[src/rtl/fabric_cfg_pkg.sv]
// Shared types and CRC constants for the configuration-chain loader.
// Holds the loader state encoding and the CRC-16 step function.
package fabric_cfg_pkg;

  typedef enum logic [1:0] {
    IDLE  = 2'd0,
    LOAD  = 2'd1,
    DONE  = 2'd2,
    ERROR = 2'd3
  } load_state_t;

  localparam logic [15:0] CRC_POLY = 16'h1021;
  localparam logic [15:0] CRC_INIT = 16'hFFFF;

  // One MSB-first serial step of the CRC-16 register.
  function automatic logic [15:0] crc16_step(input logic [15:0] crc, input logic din);
    logic fb;
    fb = crc[15] ^ din;
    return {crc[14:0], 1'b0} ^ (fb ? CRC_POLY : 16'h0000);
  endfunction

endpackage

[src/rtl/ccff_crc16.sv]
// Serial CRC-16 accumulator for bits returned from the chain tail.
// A clear request takes priority over an update in the same cycle.
module ccff_crc16
  import fabric_cfg_pkg::*;
(
  input  logic        clk,
  input  logic        rst_n,
  input  logic        clear,
  input  logic        enable,
  input  logic        data_bit,
  output logic [15:0] crc
);

  always_ff @(posedge clk or negedge rst_n) begin
    if (!rst_n) begin
      crc <= CRC_INIT;
    end else if (clear) begin
      crc <= CRC_INIT;
    end else if (enable) begin
      crc <= crc16_step(crc, data_bit);
    end
  end

endmodule

[src/rtl/ccff_chain_loader.sv]
// Streams bitstream words MSB-first into the ccff configuration chain,
// tracks completion/timeout, and keeps fabric IOs isolated until a load completes.
module ccff_chain_loader
  import fabric_cfg_pkg::*;
#(
  parameter int CHAIN_LEN = 1024,
  parameter int WORD_W    = 32,
  parameter int TIMEOUT   = 4096
) (
  input  logic              prog_clk,
  input  logic              prog_rst_n,
  input  logic              start,
  input  logic [WORD_W-1:0] word_data,
  input  logic              word_valid,
  output logic              word_ready,
  output logic              ccff_head,
  output logic              ccff_shift_en,
  input  logic              ccff_tail,
  output logic              IO_ISOL_N,
  output logic              busy,
  output logic              done,
  output logic              error,
  output logic [15:0]       tail_crc
);

  localparam int CNT_W  = $clog2(CHAIN_LEN + 1);
  localparam int REM_W  = (WORD_W > 1) ? $clog2(WORD_W) : 1;
  localparam int IDLE_W = $clog2(TIMEOUT + 1);

  load_state_t       state;
  load_state_t       state_next;
  logic [WORD_W-1:0] shreg;
  logic [REM_W-1:0]  rem_bits;
  logic [CNT_W-1:0]  bit_cnt;
  logic [IDLE_W-1:0] idle_cnt;
  logic              io_isol_q;
  logic              load_start;
  logic              word_accept;
  logic              idle_cycle;
  logic              idle_expired;
  logic              chain_full;
  logic [31:0]       bits_left;
  logic [REM_W-1:0]  first_rem;

  // rem_bits counts bits still queued behind the one currently on ccff_head,
  // so a new word can be taken while the last bit of the previous one issues.
  assign load_start   = start && (state != LOAD);
  assign word_ready   = (state == LOAD) && (rem_bits == '0) && (bit_cnt < CNT_W'(CHAIN_LEN));
  assign word_accept  = word_ready && word_valid;
  assign idle_cycle   = word_ready && !word_valid;
  assign idle_expired = idle_cycle && (idle_cnt == IDLE_W'(TIMEOUT - 1));
  assign chain_full   = (bit_cnt == CNT_W'(CHAIN_LEN));
  assign bits_left    = 32'(CHAIN_LEN) - 32'(bit_cnt);
  assign first_rem    = (bits_left >= 32'(WORD_W)) ? REM_W'(WORD_W - 1) : REM_W'(bits_left - 32'd1);

  assign busy      = (state == LOAD);
  assign done      = (state == DONE);
  assign error     = (state == ERROR);
  assign IO_ISOL_N = io_isol_q;

  always_ff @(posedge prog_clk or negedge prog_rst_n) begin
    if (!prog_rst_n) begin
      state <= IDLE;
    end else begin
      state <= state_next;
    end
  end

  always_comb begin
    state_next = state;
    case (state)
      IDLE, DONE, ERROR: if (start) state_next = LOAD;
      LOAD: begin
        if (idle_expired) begin
          state_next = ERROR;
        end else if (chain_full) begin
          state_next = DONE;
        end
      end
      default: state_next = IDLE;
    endcase
  end

  always_ff @(posedge prog_clk or negedge prog_rst_n) begin
    if (!prog_rst_n) begin
      shreg         <= '0;
      rem_bits      <= '0;
      bit_cnt       <= '0;
      idle_cnt      <= '0;
      ccff_head     <= 1'b0;
      ccff_shift_en <= 1'b0;
      io_isol_q     <= 1'b0;
    end else begin
      io_isol_q <= (state == DONE) && !start;
      if (load_start) begin
        shreg         <= '0;
        rem_bits      <= '0;
        bit_cnt       <= '0;
        idle_cnt      <= '0;
        ccff_head     <= 1'b0;
        ccff_shift_en <= 1'b0;
      end else if (state == LOAD && rem_bits != '0) begin
        ccff_head     <= shreg[WORD_W-1];
        shreg         <= shreg << 1;
        rem_bits      <= rem_bits - REM_W'(1);
        bit_cnt       <= bit_cnt + CNT_W'(1);
        ccff_shift_en <= 1'b1;
      end else if (word_accept) begin
        ccff_head     <= word_data[WORD_W-1];
        shreg         <= word_data << 1;
        rem_bits      <= first_rem;
        bit_cnt       <= bit_cnt + CNT_W'(1);
        idle_cnt      <= '0;
        ccff_shift_en <= 1'b1;
      end else begin
        ccff_head     <= 1'b0;
        ccff_shift_en <= 1'b0;
        if (idle_cycle) begin
          idle_cnt <= idle_cnt + IDLE_W'(1);
        end
      end
    end
  end

  ccff_crc16 u_crc (
    .clk      (prog_clk),
    .rst_n    (prog_rst_n),
    .clear    (load_start),
    .enable   (ccff_shift_en),
    .data_bit (ccff_tail),
    .crc      (tail_crc)
  );

endmodule
[config.mk]
export PLATFORM = sky130hd
export DESIGN_NAME = ccff_chain_loader
export DESIGN_NICKNAME = d
export VERILOG_FILES = /design/src/rtl/fabric_cfg_pkg.sv /design/src/rtl/ccff_crc16.sv /design/src/rtl/ccff_chain_loader.sv
export SDC_FILE = /design/constraint.sdc
export NUM_CORES = 1
export LEC_CHECK = 0
export ABC_CLOCK_PERIOD_IN_PS = 4400
export BUFFER_PORTS_ARGS = -buffer_cell sky130_fd_sc_hd__buf_2
export CAP_MARGIN = 10
export CORE_ASPECT_RATIO = 1.2
export CORE_MARGIN = 3
export CORE_UTILIZATION = 55
export CTS_CLUSTER_DIAMETER = 150
export DETAILED_ROUTE_END_ITERATION = 6
export PLACE_DENSITY = 0.84
export SYNTH_ARGS = -nofsm -noshare
export SYNTH_HDL_FRONTEND = slang
export SYNTH_SLANG_ARGS = --single-unit
[constraint.sdc]
create_clock -name prog_clk -period 4.4 [get_ports prog_clk]
set_clock_uncertainty 0.1 [all_clocks]
set_input_delay 0 -clock prog_clk [delete_from_list [all_inputs] [get_ports prog_clk]]
set_output_delay 0 -clock prog_clk [all_outputs]
set_load 0.05 [all_outputs]
# Yosys cells after proc, flatten, opt, wreduce, memory -nomap -nowiden
# Cells that the tools add are included.
# W data, S select, Z words.
op_classes:
  n_bitwise: 2
  n_reduce_logical: 19
  eq_ne: 9
  mux: 27
  n_addsub: 5
  magnitude_cmp: 2
op_table:
  columns: ["cell", "count"]
  rows:
  - ["$mux W32", 3]
  - ["$mux W13", 5]
  - ["$mux W11", 3]
  - ["$ge A32 B6 Y1 const B", 1]
  - ["$mux W16", 2]
  - ["$mux W5", 4]
  - ["$xor A16 B16 Y16", 1]
  - ["$add A13 B1 Y13 const B", 1]
  - ["$eq A13 B12 Y1 const B", 1]
  - ["$sub A11 B11 Y12 const A", 1]
  - ["$add A11 B1 Y11 const B", 1]
  - ["$eq A11 B11 Y1 const B", 1]
  - ["$lt A11 B11 Y1 const B", 1]
  - ["$logic_and A1 B1 Y1", 8]
  - ["$mux W1", 6]
  - ["$mux W2", 3]
  - ["$reduce_bool A3 Y1", 2]
  - ["$logic_not A5 Y1", 1]
  - ["$reduce_bool A5 Y1", 1]
  - ["$sub A5 B1 Y5 const B", 1]
  - ["$sub A5 B2 Y5 const B", 1]
  - ["$eq A2 B2 Y1 const B", 2]
  - ["$ne A2 B2 Y1 const B", 2]
  - ["$pmux W2 S2", 1]
  - ["9 further kinds", 11]
totals:
  in_bits: 37
  word_cells: 73
  reg_bits: 82

# Logic depth before layout (Yosys ltp)
# Gate-level depths: netlist of the first run.
depth:
  ltp_word: 8
  depth_mapped: 10

# Modules after synthesis
# From an unflattened synthesis of the first run, not the netlist that was laid out.
unflattened:
  cells_unflattened: 433
  area_unflattened_um2: 4307.9
modules_own_cells:
  columns: ["module", "instances", "area_per_inst_um2", "cells_each"]
  rows:
  - ["ccff_chain_loader", 1, 3567.2, 377]
  - ["ccff_crc16", 1, 740.7, 56]

# Least setup slack after synthesis of the first run
# OpenSTA, ideal clock, no wires.
synth_path:
  path_type: "register -> register"
  from: "register rem_bits[0]"
  to: "register idle_cnt[8]"
  path_stages_with_launch: 11
  path_slack_ns: 1.577
  arrival_time_ns: 2.603
  n_path_buf: 2
  synth_period_minus_slack_ns: 2.823
  cell_sequence: "dfrtp_1 inv_1 ha_1 or4b_1 buf_2 or3_4 inv_1 a21o_1 buf_2 a211oi_1 a31o_2"
synth_between:
  elab_chain_cells: 7
synth_lines:
  columns: ["item", "line", "rtl"]
  rows:
  - ["start, declared", "ccff_chain_loader.sv:33", "logic [REM_W-1:0] rem_bits;"]
  - ["start signal, assigned", "ccff_chain_loader.sv:105", "rem_bits <= rem_bits - REM_W'(1);"]
  - ["start signal, assigned", "ccff_chain_loader.sv:111", "rem_bits <= first_rem;"]
  - ["$logic_not A5 Y1 (*)", "ccff_chain_loader.sv:48", "assign word_ready = (state == LOAD) && (rem_bits == '0) && (bit_cnt < CNT_W'(CHAIN_LEN));"]
  - ["$logic_and A1 B1 Y1 (*) (2 in series)", "ccff_chain_loader.sv:48", null]
  - ["net word_ready", "ccff_chain_loader.sv:15", "output logic word_ready,"]
  - ["$logic_and A1 B1 Y1", "ccff_chain_loader.sv:49", "assign word_accept = word_ready && word_valid;"]
  - ["$mux W13", "ccff_chain_loader.sv:108", "end else if (word_accept) begin"]
  - ["$mux W13", "ccff_chain_loader.sv:102", "end else if (state == LOAD && rem_bits != '0) begin"]
  - ["$mux W13", "ccff_chain_loader.sv:95", "if (load_start) begin"]
  - ["end signal, assigned", "ccff_chain_loader.sv:119", "idle_cnt <= idle_cnt + IDLE_W'(1);"]
  - ["end, declared", "ccff_chain_loader.sv:35", "logic [IDLE_W-1:0] idle_cnt;"]
# Mark *: on every way through the listed nets, which the timed path passes. The rest lies on a longest branch. The select of a mux whose other input is x is not followed.
# A chain may end at the register's enable or synchronous reset.

# Worst setup path after layout of the first run
layout_path:
  from: "register rem_bits[0]"
  to: "register state[1]"
layout_between:
  elab_chain_cells: 7
layout_lines:
  columns: ["item", "line", "rtl"]
  rows:
  - ["$logic_not A5 Y1 (*)", "ccff_chain_loader.sv:48", null]
  - ["$logic_and A1 B1 Y1 (*) (2 in series)", "ccff_chain_loader.sv:48", null]
  - ["$logic_and A1 B1 Y1 (*)", "ccff_chain_loader.sv:50", "assign idle_cycle = word_ready && !word_valid;"]
  - ["$logic_and A1 B1 Y1 (*)", "ccff_chain_loader.sv:51", "assign idle_expired = idle_cycle && (idle_cnt == IDLE_W'(TIMEOUT - 1));"]
  - ["$mux W2 / $ne A3 B1 Y1 (equally long branches)", null, null]
  - ["$pmux W2 S2 / $reduce_and A2 Y1 (equally long branches)", null, null]
  - ["end signal, assigned", "ccff_chain_loader.sv:65", "state <= state_next;"]
  - ["end, declared", "ccff_chain_loader.sv:30", "load_state_t state;"]
# Every way passes the cells marked *; elsewhere a longest branch is shown, timed or not.

==> metrics.md, run 1 <==
| Metric | Value |
|---|---|
| Status | `finished, final reports clean` |
| Max Buffers Root-to-Sink | `2` |
| Post-synthesis mux area share | `10.7%` |
| Total power | `approximately 2.5 mW` |
| Root Buffer | `clkbuf_8` |
| PD cells | `roughly 480 nW/um2` |
| Final net count | `between 500 and 600` |
| CTS Hold Bufs | `37` |
| GRT overflow | `0` |
| Seq/Total Area, Yosys | `between 40% and 50%` |
| Drt first pass iters | `4` |
| Crit path DAT | `around 3.5 ns` |
| Synth Flop Type | `dfrtp_1` |
| Compound-cell area share of the yosys netlist | `a little over an eighth` |
| Yosys top cell by area | `dfrtp_1` |
| Setup bufs post-CTS | `0` |
| Inserted Clock Buffers | `9` |
| # fillers | `550` |
| DRT met1 WL | `around 4000 um` |
| Sequential Area | `roughly 2000 um2` |
| Pin count of the biggest net entering global routing | `slightly above 80` |
| Chip height | `about 100 um` |
| Vias per cell | `between 5 and 6` |
| WP data required | `approximately 4.6 ns` |
| WL/cell | `15.6 um` |
| VDD IR max | `around 0.48 mV` |
| H-Tree Level Count | `3` |
| Crit path buf inv count | `2` |
| Crit path cell chain | `inv_1 > ha_1 > or4b_1 > or3_4 > or4_4 > o41ai_2 > dlygate4sd3_1` |
| Critical path's top delay family | `simple AND/OR/NAND/NOR gates` |
| Post-synthesis cell count | `between 400 and 500` |
| Commonest cells in the synthesized netlist | `dfrtp_1, o21ai_0, mux2i_1` |
| Setup tns final | `0 ns` |
| Met3 WL post-DR | `around 430 um` |
| Setup violators final | `0` |
| Top cells by area, synth | `dfrtp_1, mux2i_1, dfstp_2, o21ai_0, nand3_1` |
| Ys Warns | `0` |
| Highest metal used | `met4` |
| Cell with the most instances after synthesis | `dfrtp_1` |
| Die area | `about 8700 um2` |
| Largest family of logic cells by synthesized area | `simple AND/OR/NAND/NOR gates` |
| Synth Area in Simple Gates | `18.1%` |
| Drt drc | `0` |
| Clock Latency Late Sink | `about 0.36 ns` |
| DRT iter0 DRCs | `approximately 190` |
| IO Port Bufs | `59` |
| RePlAce Congestion | `slightly above 0.8` |
| FMAX | `0.300 GHz` |
| Ant. Diodes | `0` |
| Crit-path slowest cell | `or4b_1` |
| Worst slew pin tran | `between 1 and 1.5 ns` |
| Vias | `approximately 3500` |
| Global-route wire length before repair | `16000 um` |
| Syn Nets | `about 480` |
| Critical Path Max Stage Delay | `roughly 0.62 ns` |
| Post-Syn Area | `between 4000 and 5000 um2` |
| Layout cell share with drive strength beyond 1 | `19.4%` |
| Initial Util | `57.2%` |
| Final HPWL DP | `~5700 um` |
| #FFs+latches synth | `81` |
| Crit-path max FO | `14` |
| Slew headroom | `about a third` |
| Placement Rows | `34` |
| Worst-path clk slew | `0.09 ns` |
| CTS tree | `built` |
| Final wirelength | `about 9500 um` |
| Fin. Hold Viols | `0` |
| Gates resized, CTS repair | `0` |
| Met2 wire len | `around 4800 um` |
| Startpoint Class | `flip-flop` |
| Post-route ant nets | `0` |
| P_leak | `2.54 nW` |
| Post-synth cell types | `50` |
| Fin crit share | `between 70% and 80%` |
| Util after Layout | `69.0%` |
| Setup CP Type | `flip-flop to flip-flop` |
| DIE WIDTH | `~86 um` |
| Antenna violations before repair | `0` |
| Clk sink count | `81` |
| Max Slew Vio Count | `0` |
| CP Capture Type | `flip-flop` |
| Vias in the first global route | `around 3400` |
| Post-layout minimum cycle time | `approximately 3.3 ns` |
| Synth Area per Inst | `9.67 um2` |
| Reg2Reg Setup Slack | `approximately 1.1 ns` |
| Multi-input logic area | `around 2000 um2` |
| EDFF count, synth | `0` |
| Share of Yosys cell area claimed by the top area cell type | `around two fifths` |
| Adder-Cell Fraction of Synth Area | `approximately 1.5%` |
| Worst min path class | `primary input to async pin` |
| Core Region | `~7400 um2` |
| Syn-to-layout area delta | `20.6%` |
| RSZ-0062 raised after global routing | `false` |
| Max Cap Viol | `0` |
| Ports | `60` |
| Tot GR Track Use | `between 20% and 30%` |
| Async S/R FF share, synth | `between 90% and 100%` |
| Xor/xnor share of the synthesized area | `3.54%` |
[where the power goes]
part / internal [mW] / switching [mW] / leakage, nW
registers: 0.951 / 0.167 / 1.02
logic: 0.299 / 0.546 / 1.44
clock network: 0.218 / 0.270 / 0.0813
[state kept, by name, indices dropped and copies added (netlist names)]
register	cells
ccff_shift_en	1
ccff_head	1
rem_bits	5
IO_ISOL_N	1
shreg	31
bit_cnt	11
idle_cnt	13
state	2
u_crc.crc	16
[worst paths after layout]
kind | start | endpoint | cells after the start
min in group prog_clk | word_data[31] | ccff_head | 4
max | rem_bits[0] | state[1] | 7
max in group asynchronous | prog_rst_n | bit_cnt[9] | 2
min | prog_rst_n | idle_cnt[10] | 2
max reg2reg | rem_bits[0] | state[1] | 7
min reg2reg | shreg[28] | shreg[28] | 2
[per-stage QoR]
step                area [um2]  hold WS (ns)  cells  worst slack (ns)
CTS                       5070         0.291    611              1.11
global route              5070         0.346    611             0.928
floorplan                 4210        -0.396    435              1.58
finish                    5070         0.251    611              1.07
global placement          4530         0.127    558              1.47
detailed placement        4530         0.139    558              1.36
[worst register-to-register path, stage by stage (launching register included)]
cell and delay (ns):
dfrtp_1 0.43, inv_1 0.09, ha_1 0.22, or4b_1 0.62, or3_4 0.47, or4_4 0.56, o41ai_2 0.20, dlygate4sd3_1 0.59
[cells in the final DEF (no fill, tap or decap), types with 4 or more instances in the layout]
master	synthesis	final
dfrtp_1	65	65
buf_2	8	58
o21ai_0	52	52
mux2i_1	45	45
nand2_1	42	42
nand3_1	40	40
dlygate4sd3_1	0	37
nor2_1	25	25
dfstp_2	16	16
xnor2_1	13	13
inv_1	11	11
a21oi_1	10	10
clkbuf_8	0	10
a211oi_1	8	8
a21o_1	7	7
nor2b_1	6	6
nor3b_1	5	5
ha_1	5	5
and2_1	5	4
xor2_1	4	4
[layer usage]
layer / global-route usage (%) / up-vias
met3: 3.47 / 24
li1: - / 1693
met4: 8.77 / 0
met1: 29.2 / 1689
met5: 0 / -
met2: 40.5 / 112
[cell type report]
type	count	share of cell area, %
flip-flops and latches	81	40.3
multi-input cells	314	39.7
repair buffers	98	13.5
clock buffers	11	2.79
well taps	90	2.22
inverters	12	0.888
clock inverters	5	0.641
[kinds of logic (layout without fill, tap and decap cells)]
family,count (synthesis),after routing
buffers and inverters,40,126
and+or+nand+nor,151,151
muxes,45,45
DFF,81,81
xor gates and xnor gates,17,17
AOI/OAI and AO/OA,96,96
adders and majority gates,5,5
Power figures use the tool's default switching activity.
==> run 2: changes to the inputs <==
--- a/config.mk
+++ b/config.mk
@@ -5,7 +5,7 @@
 export SDC_FILE = /design/constraint.sdc
 export NUM_CORES = 1
 export LEC_CHECK = 0
-export ABC_CLOCK_PERIOD_IN_PS = 4400
+export ABC_CLOCK_PERIOD_IN_PS = 3100
 export BUFFER_PORTS_ARGS = -buffer_cell sky130_fd_sc_hd__buf_2
 export CAP_MARGIN = 10
 export CORE_ASPECT_RATIO = 1.2
==> constraint.sdc (replaced) <==
create_clock -name prog_clk -period 3.1 [get_ports prog_clk]
set_clock_uncertainty 0.1 [all_clocks]
set_input_delay 0 -clock prog_clk [delete_from_list [all_inputs] [get_ports prog_clk]]
set_output_delay 0 -clock prog_clk [all_outputs]
set_load 0.05 [all_outputs]
==> run 2 against run 1 <==
Net effect:
- global-route usage decreased by 0.14 points
- sequential share of layout area decreased by 0.39 points
- utilization increased by 0.68 points
- highest routed layer unchanged
- die area unchanged
- clock power increased by 58%
- worst hold slack improved by 0.0092 ns
- combinational power increased by 42%
- via count increased by 0.80%
- first-iteration DRC count increased by 5.4%
- routed wire length increased by 0.57%
- non-clock buffer count increased by 4
==> metrics.md, run 2 (synthesized netlist as in run 1, its figures left out) <==
| Metric | Value |
|---|---|
| Drt first pass iters | `4 (unchanged)` |
| Slew headroom | `34.2% (+1.4 points)` |
| Clk sink count | `81 (unchanged)` |
| Most common cell after layout, fill and taps aside | `dfrtp_1` |
| Post-layout minimum cycle time | `2.64 ns (-0.691 ns)` |
| Ports | `60 (unchanged)` |
| Total power | `3.56 mW (+45%)` |
| Util after Layout | `69.6% (+0.68 points)` |
| Max Cap Viol | `0 (unchanged)` |
| Final net count | `562 (+0.72%)` |
| Largest regs | `shreg: 31 flops, u_crc.crc: 16 flops, idle_cnt: 13 flops` |
| Worst min path class | `primary input to async pin` |
| WL/cell | `15.6 um (about the same)` |
| Placed cell areas | `4570 um2 (+0.83%)` |
| Crit-path slowest cell | `or4_4` |
| Vias | `3546 (+0.80%)` |
| Startpoint Class | `flip-flop` |
| Critical Path Max Stage Delay | `0.55 ns (-0.07 ns)` |
| Inserted Clock Buffers | `9 (unchanged)` |
| DRT iter0 DRCs | `195 (+5.4%)` |
| RR Endpoint | `state[1]` |
| Global-route wire length before repair | `16000 um (-0.52%)` |
| Dpl ws | `0.476 ns (-0.887 ns)` |
| Die area | `8740 um2 (unchanged)` |
| Critical Path End | `state[1]` |
| Fin. Hold Viols | `0 (unchanged)` |
| Setup ws final | `0.458 ns (-0.609 ns)` |
| DIE WIDTH | `85.8 um (unchanged)` |
| Initial Util | `57.2% (unchanged)` |
| IO Port Bufs | `59 (unchanged)` |
| Reg2Reg Setup Slack | `0.46 ns (-0.61 ns)` |
| Syn-to-layout area delta | `21.8%` |
| WP data required | `3.24 ns (-1.35 ns)` |
| GRT overflow | `0 (unchanged)` |
| FMAX | `0.379 GHz (+26%)` |
| Status | `finished, final reports clean` |
| Crit. path cell count | `6 (-1)` |
| Tot GR Track Use | `23.0% (-0.14 points)` |
| Drt drc | `0 (unchanged)` |
| H-Tree Level Count | `3 (unchanged)` |
| Commonest non-fill, non-tap cells in the layout | `dfrtp_1, buf_2, o21ai_0` |
| RePlAce Congestion | `0.814 (-1.5%)` |
| Fin crit share | `85.2% (+9.5 points)` |
| P_leak | `2.58 nW (+1.3%)` |
| Critical path's top delay family | `simple AND/OR/NAND/NOR gates` |
| Clock Latency Late Sink | `0.35 ns (about the same)` |
| Post-Layout Inst Area | `5120 um2 (+0.99%)` |
| Critical path origin | `rem_bits[0]` |
| Root Buffer | `clkbuf_8` |
| VDD IR max | `0.857 mV (+80%)` |
| PD cells | `695 nW/um2 (+44%)` |
| Final HPWL DP | `5850 um (+2.0%)` |
| CTS tree | `built` |
| Max FFs per register | `31 (unchanged)` |
| Crit path buf inv count | `1 (-1)` |
| CTS Hold Bufs | `36 (-2.7%)` |
| Max Slew Vio Count | `0 (unchanged)` |
| Ant. Diodes | `0 (unchanged)` |
| R2R depth | `6 (-1)` |
| Crit path DAT | `2.78 ns (-0.74 ns)` |
| Setup bufs post-CTS | `0 (unchanged)` |
| RSZ-0062 raised after global routing | `false` |
| Antenna violations before repair | `0 (unchanged)` |
| Crit path cell chain | `inv_1 > ha_1 > or4b_1 > or3_4 > or4_4 > o41ai_2` |
| Post-route ant nets | `0 (unchanged)` |
| Vias in the first global route | `3508 (+2.9%)` |
| Reg with most FFs | `shreg` |
| Worst-path clk slew | `0.08 ns (about the same)` |
| Setup CP Type | `flip-flop to flip-flop` |
| Setup violators final | `0 (unchanged)` |
| Max Buffers Root-to-Sink | `2 (unchanged)` |
| Setup tns final | `0 ns (unchanged)` |
| Chip height | `102 um (unchanged)` |
| Core Region | `7360 um2 (unchanged)` |
| Worst slew pin tran | `0.987 ns (-0.0214 ns)` |
| Final wirelength | `9580 um (+0.57%)` |
| Crit-path max FO | `14 (unchanged)` |
| RR Startpoint | `rem_bits[0]` |
| Placement Rows | `34 (unchanged)` |
| Gates resized, CTS repair | `0 (unchanged)` |
| Pin count of the biggest net entering global routing | `82 (unchanged)` |
| Layout cell share with drive strength beyond 1 | `20.0% (+0.61 points)` |
| Vias per cell | `5.77 (+0.14%)` |
| CP Capture Type | `flip-flop` |
-- run 2: cell types whose count changed in the layout (fill, tap and decap cells not counted) --
cell           before  now
buf_4               3    8
clkinvlp_4          3    1
bufinv_16           0    1
clkbuf_1            1    2
clkinv_2            2    1
dlygate4sd3_1      37   36
inv_6               0    1
-- run 2: area by class of cell --
type,instances,area [um2]
clock buffer,12,145
tap,90,113
fill,539,2230
sequential,81,2050
timing repair buffer,102,711
multi-input combinational,314,2010
clock inverter,4,51.3
inverter,12,45.0
-- run 2: per-layer routing --
metal | GRT usage [%] | part of all wire, % | vias up
li1 | - | - | 1707
met1 | 26.9 | 42 | 1712
met2 | 40.6 | 51 | 106
met3 | 4.03 | 4.9 | 21
met4 | 12.1 | 2.5 | 0
met5 | 0 | 0 | -
-- run 2: per-stage QoR --
step | hold WS [ns] | std cells
after floorplan | -0.396 | 435
after CTS | 0.289 | 615
after global routing | 0.333 | 615
after detailed placement | 0.129 | 563
after global placement | 0.126 | 563
final | 0.260 | 615
-- run 2: power breakdown --
part | leakage [nW] | switching, mW | internal, mW | total, mW
clock network | 0.0970 | 0.376 | 0.397 | 0.772
logic | 1.46 | 0.775 | 0.424 | 1.20
registers | 1.02 | 0.240 | 1.35 | 1.59
-- run 2: worst min-delay path by stage --
stage,from,end,slack [ns]
6_report,prog_rst_n,bit_cnt[8],0.26
5_1_grt,prog_rst_n,bit_cnt[8],0.33
4_1_cts,prog_rst_n,bit_cnt[6],0.29
3_5_place_dp,prog_rst_n,bit_cnt[8],0.13
3_3_place_gp,prog_rst_n,IO_ISOL_N,0.13
2_1_floorplan,prog_rst_n,IO_ISOL_N,-0.40
==> run 3: changes to the inputs <==
--- a/config.mk
+++ b/config.mk
@@ -5,7 +5,7 @@
 export SDC_FILE = /design/constraint.sdc
 export NUM_CORES = 1
 export LEC_CHECK = 0
-export ABC_CLOCK_PERIOD_IN_PS = 3100
+export ABC_CLOCK_PERIOD_IN_PS = 3200
 export BUFFER_PORTS_ARGS = -buffer_cell sky130_fd_sc_hd__buf_2
 export CAP_MARGIN = 10
 export CORE_ASPECT_RATIO = 1.2
==> constraint.sdc (replaced) <==
create_clock -name prog_clk -period 3.2 [get_ports prog_clk]
set_clock_uncertainty 0.1 [all_clocks]
set_input_delay 0 -clock prog_clk [delete_from_list [all_inputs] [get_ports prog_clk]]
set_output_delay 0 -clock prog_clk [all_outputs]
set_load 0.05 [all_outputs]
==> run 3 against run 2 <==
Net effect:
- routed wire length up 0.13%
- worst hold slack worse by 0.012 ns
- flip-flop and latch count unchanged
- critical path type unchanged
- design area down 0.20%
- global-route usage up 0.21 points
- final cell count down 0.33%
==> metrics.md, run 3 (synthesized netlist as in run 1, its figures left out) <==
| Metric | Value |
|---|---|
| Final HPWL DP | `5860 um (+0.17%)` |
| Setup ws final | `0.386 ns (-0.0725 ns)` |
| Placed cell areas | `4570 um2 (about the same)` |
| Sequential Area | `2050 um2 (unchanged)` |
| WP data required | `3.34 ns (+0.10 ns)` |
| Core Region | `7360 um2 (unchanged)` |
| Drt drc | `0 (unchanged)` |
| Tot GR Track Use | `23.3% (+0.21 points)` |
| Status | `finished, final reports clean` |
| Worst slew pin tran | `0.983 ns (-0.00369 ns)` |
| FMAX | `0.355 GHz (-6.1%)` |
| # fillers | `543 (+0.74%)` |
| Dpl ws | `0.390 ns (-0.0854 ns)` |
| Post-Layout Inst Area | `5110 um2 (-0.20%)` |
| Crit path DAT | `2.96 ns (+0.18 ns)` |
| RSZ-0062 raised after global routing | `false` |
| Setup bufs post-CTS | `0 (unchanged)` |
| VDD IR max | `0.737 mV (-14%)` |
| H-Tree Level Count | `3 (unchanged)` |
| Final net count | `560 (-0.36%)` |
| DRT iter0 DRCs | `185 (-5.1%)` |
| CTS tree | `built` |
| Inserted Clock Buffers | `9 (unchanged)` |
| Max FFs per register | `31 (unchanged)` |
| Worst-path clk slew | `0.08 ns (about the same)` |
| Most common cell after layout, fill and taps aside | `dfrtp_1` |
| Vias per cell | `5.80 (+0.61%)` |
| Vias | `3556 (+0.28%)` |
| Largest regs | `shreg: 31 flops, u_crc.crc: 16 flops, idle_cnt: 13 flops` |
| Pin count of the biggest net entering global routing | `82 (unchanged)` |
| Placement Rows | `34 (unchanged)` |
| Antenna violations before repair | `0 (unchanged)` |
| RR Startpoint | `rem_bits[0]` |
| Syn-to-layout area delta | `21.6%` |
| Final wirelength | `9590 um (+0.13%)` |
| R2R depth | `7 (+1)` |
| Root Buffer | `clkbuf_8` |
| Commonest non-fill, non-tap cells in the layout | `dfrtp_1, buf_2, o21ai_0` |
| RePlAce Congestion | `0.805 (-1.2%)` |
| Max Slew Vio Count | `0 (unchanged)` |
| Layout cell share with drive strength beyond 1 | `20.1% (+0.076 points)` |
| Die area | `8740 um2 (unchanged)` |
| Ports | `60 (unchanged)` |
| Drt first pass iters | `7 (+3)` |
| Reg2Reg Setup Slack | `0.39 ns (-0.07 ns)` |
| Worst min path class | `primary input to async pin` |
| Crit-path max FO | `14 (unchanged)` |
| Ant. Diodes | `0 (unchanged)` |
| Slew headroom | `34.5% (+0.25 points)` |
| Setup tns final | `0 ns (unchanged)` |
| Reg with most FFs | `shreg` |
| Initial Util | `57.2% (unchanged)` |
| Fin. Hold Viols | `0 (unchanged)` |
| PD cells | `665 nW/um2 (-4.3%)` |
| Startpoint Class | `flip-flop` |
| Post-route ant nets | `0 (unchanged)` |
| Max Cap Viol | `0 (unchanged)` |
| WL/cell | `15.6 um (+0.45%)` |
| Global-route wire length before repair | `16200 um (+1.3%)` |
| Clock Latency Late Sink | `0.36 ns (about the same)` |
| IO Port Bufs | `59 (unchanged)` |
| Vias in the first global route | `3568 (+1.7%)` |
| GRT overflow | `0 (unchanged)` |
| P_leak | `2.56 nW (-0.46%)` |
| Max Buffers Root-to-Sink | `2 (unchanged)` |
| Setup CP Type | `flip-flop to flip-flop` |
| Post-layout minimum cycle time | `2.81 ns (+0.173 ns)` |
| DIE WIDTH | `85.8 um (unchanged)` |
| Fin crit share | `87.9% (+2.7 points)` |
| Clk sink count | `81 (unchanged)` |
| Setup violators final | `0 (unchanged)` |
| RR Endpoint | `idle_cnt[12]` |
| CP Capture Type | `flip-flop` |
| Gates resized, CTS repair | `0 (unchanged)` |
| Chip height | `102 um (unchanged)` |
| Multi-input logic area | `2010 um2 (unchanged)` |
run 3: final cells by class:
class,instances,share of cell area [%]
clock buffers,11,2.96
clock inverters,5,0.734
inverters,12,0.881
multi-input cells,314,39.4
flip-flops and latches,81,40.0
well taps,90,2.20
repair buffers,100,13.8
run 3: critical path, cell delays in order (launching register included):
cell and delay, ns:
dfrtp_1 0.43, inv_1 0.10, ha_1 0.23, or4b_1 0.62, or3_4 0.46, or4_4 0.55, xor2_1 0.18, nor2_2 0.05
run 3: what timing repair did:
| action | 4_1_cts | 5_1_grt |
|---|---|---|
| setup endpoints to repair | 0 | 0 |
| hold buffers | 36 | 0 |
| endpoints found under the hold margin | 107 | 0 |
run 3: how the worst max path moves through the flow:
stage,slack (ns),cells after the start,from,endpoint
3_3_place_gp,0.50,7,rem_bits[0],idle_cnt[12]
2_1_floorplan,0.38,10,rem_bits[0],idle_cnt[8]
4_1_cts,0.38,7,rem_bits[0],idle_cnt[12]
6_report,0.39,7,rem_bits[0],idle_cnt[12]
3_5_place_dp,0.39,6,rem_bits[0],state[1]
5_1_grt,0.21,8,rem_bits[0],shreg[23]
run 3: report_power, final:
group	internal [mW]	switching, mW	total [mW]	leakage (nW)
combinational	0.412	0.752	1.16	1.45
clock	0.327	0.376	0.703	0.0919
sequential	1.31	0.227	1.53	1.02
total	2.05	1.36	3.40	2.56
run 3: metrics by stage:
stage | cells | hold WS (ns) | total power [mW] | util (%)
global route | 613 | 0.339 | 3.60 | 69.5
CTS | 613 | 0.292 | 3.41 | 69.5
detailed placement | 561 | 0.133 | 2.68 | 62.0
finish | 613 | 0.248 | 3.40 | 69.5
global placement | 561 | 0.125 | 2.63 | 62.0
floorplan | 435 | -0.396 | 2.40 | -
run 3: layer usage:
metal  share of wire (%)  vias to the layer above  GRT usage (%)
met3                 5.4                       14           5.16
li1                    -                     1700              -
met4                 1.3                        0           7.06
met1                  42                     1734           28.1
met5                   0                        -              0
met2                  51                      108           41.6
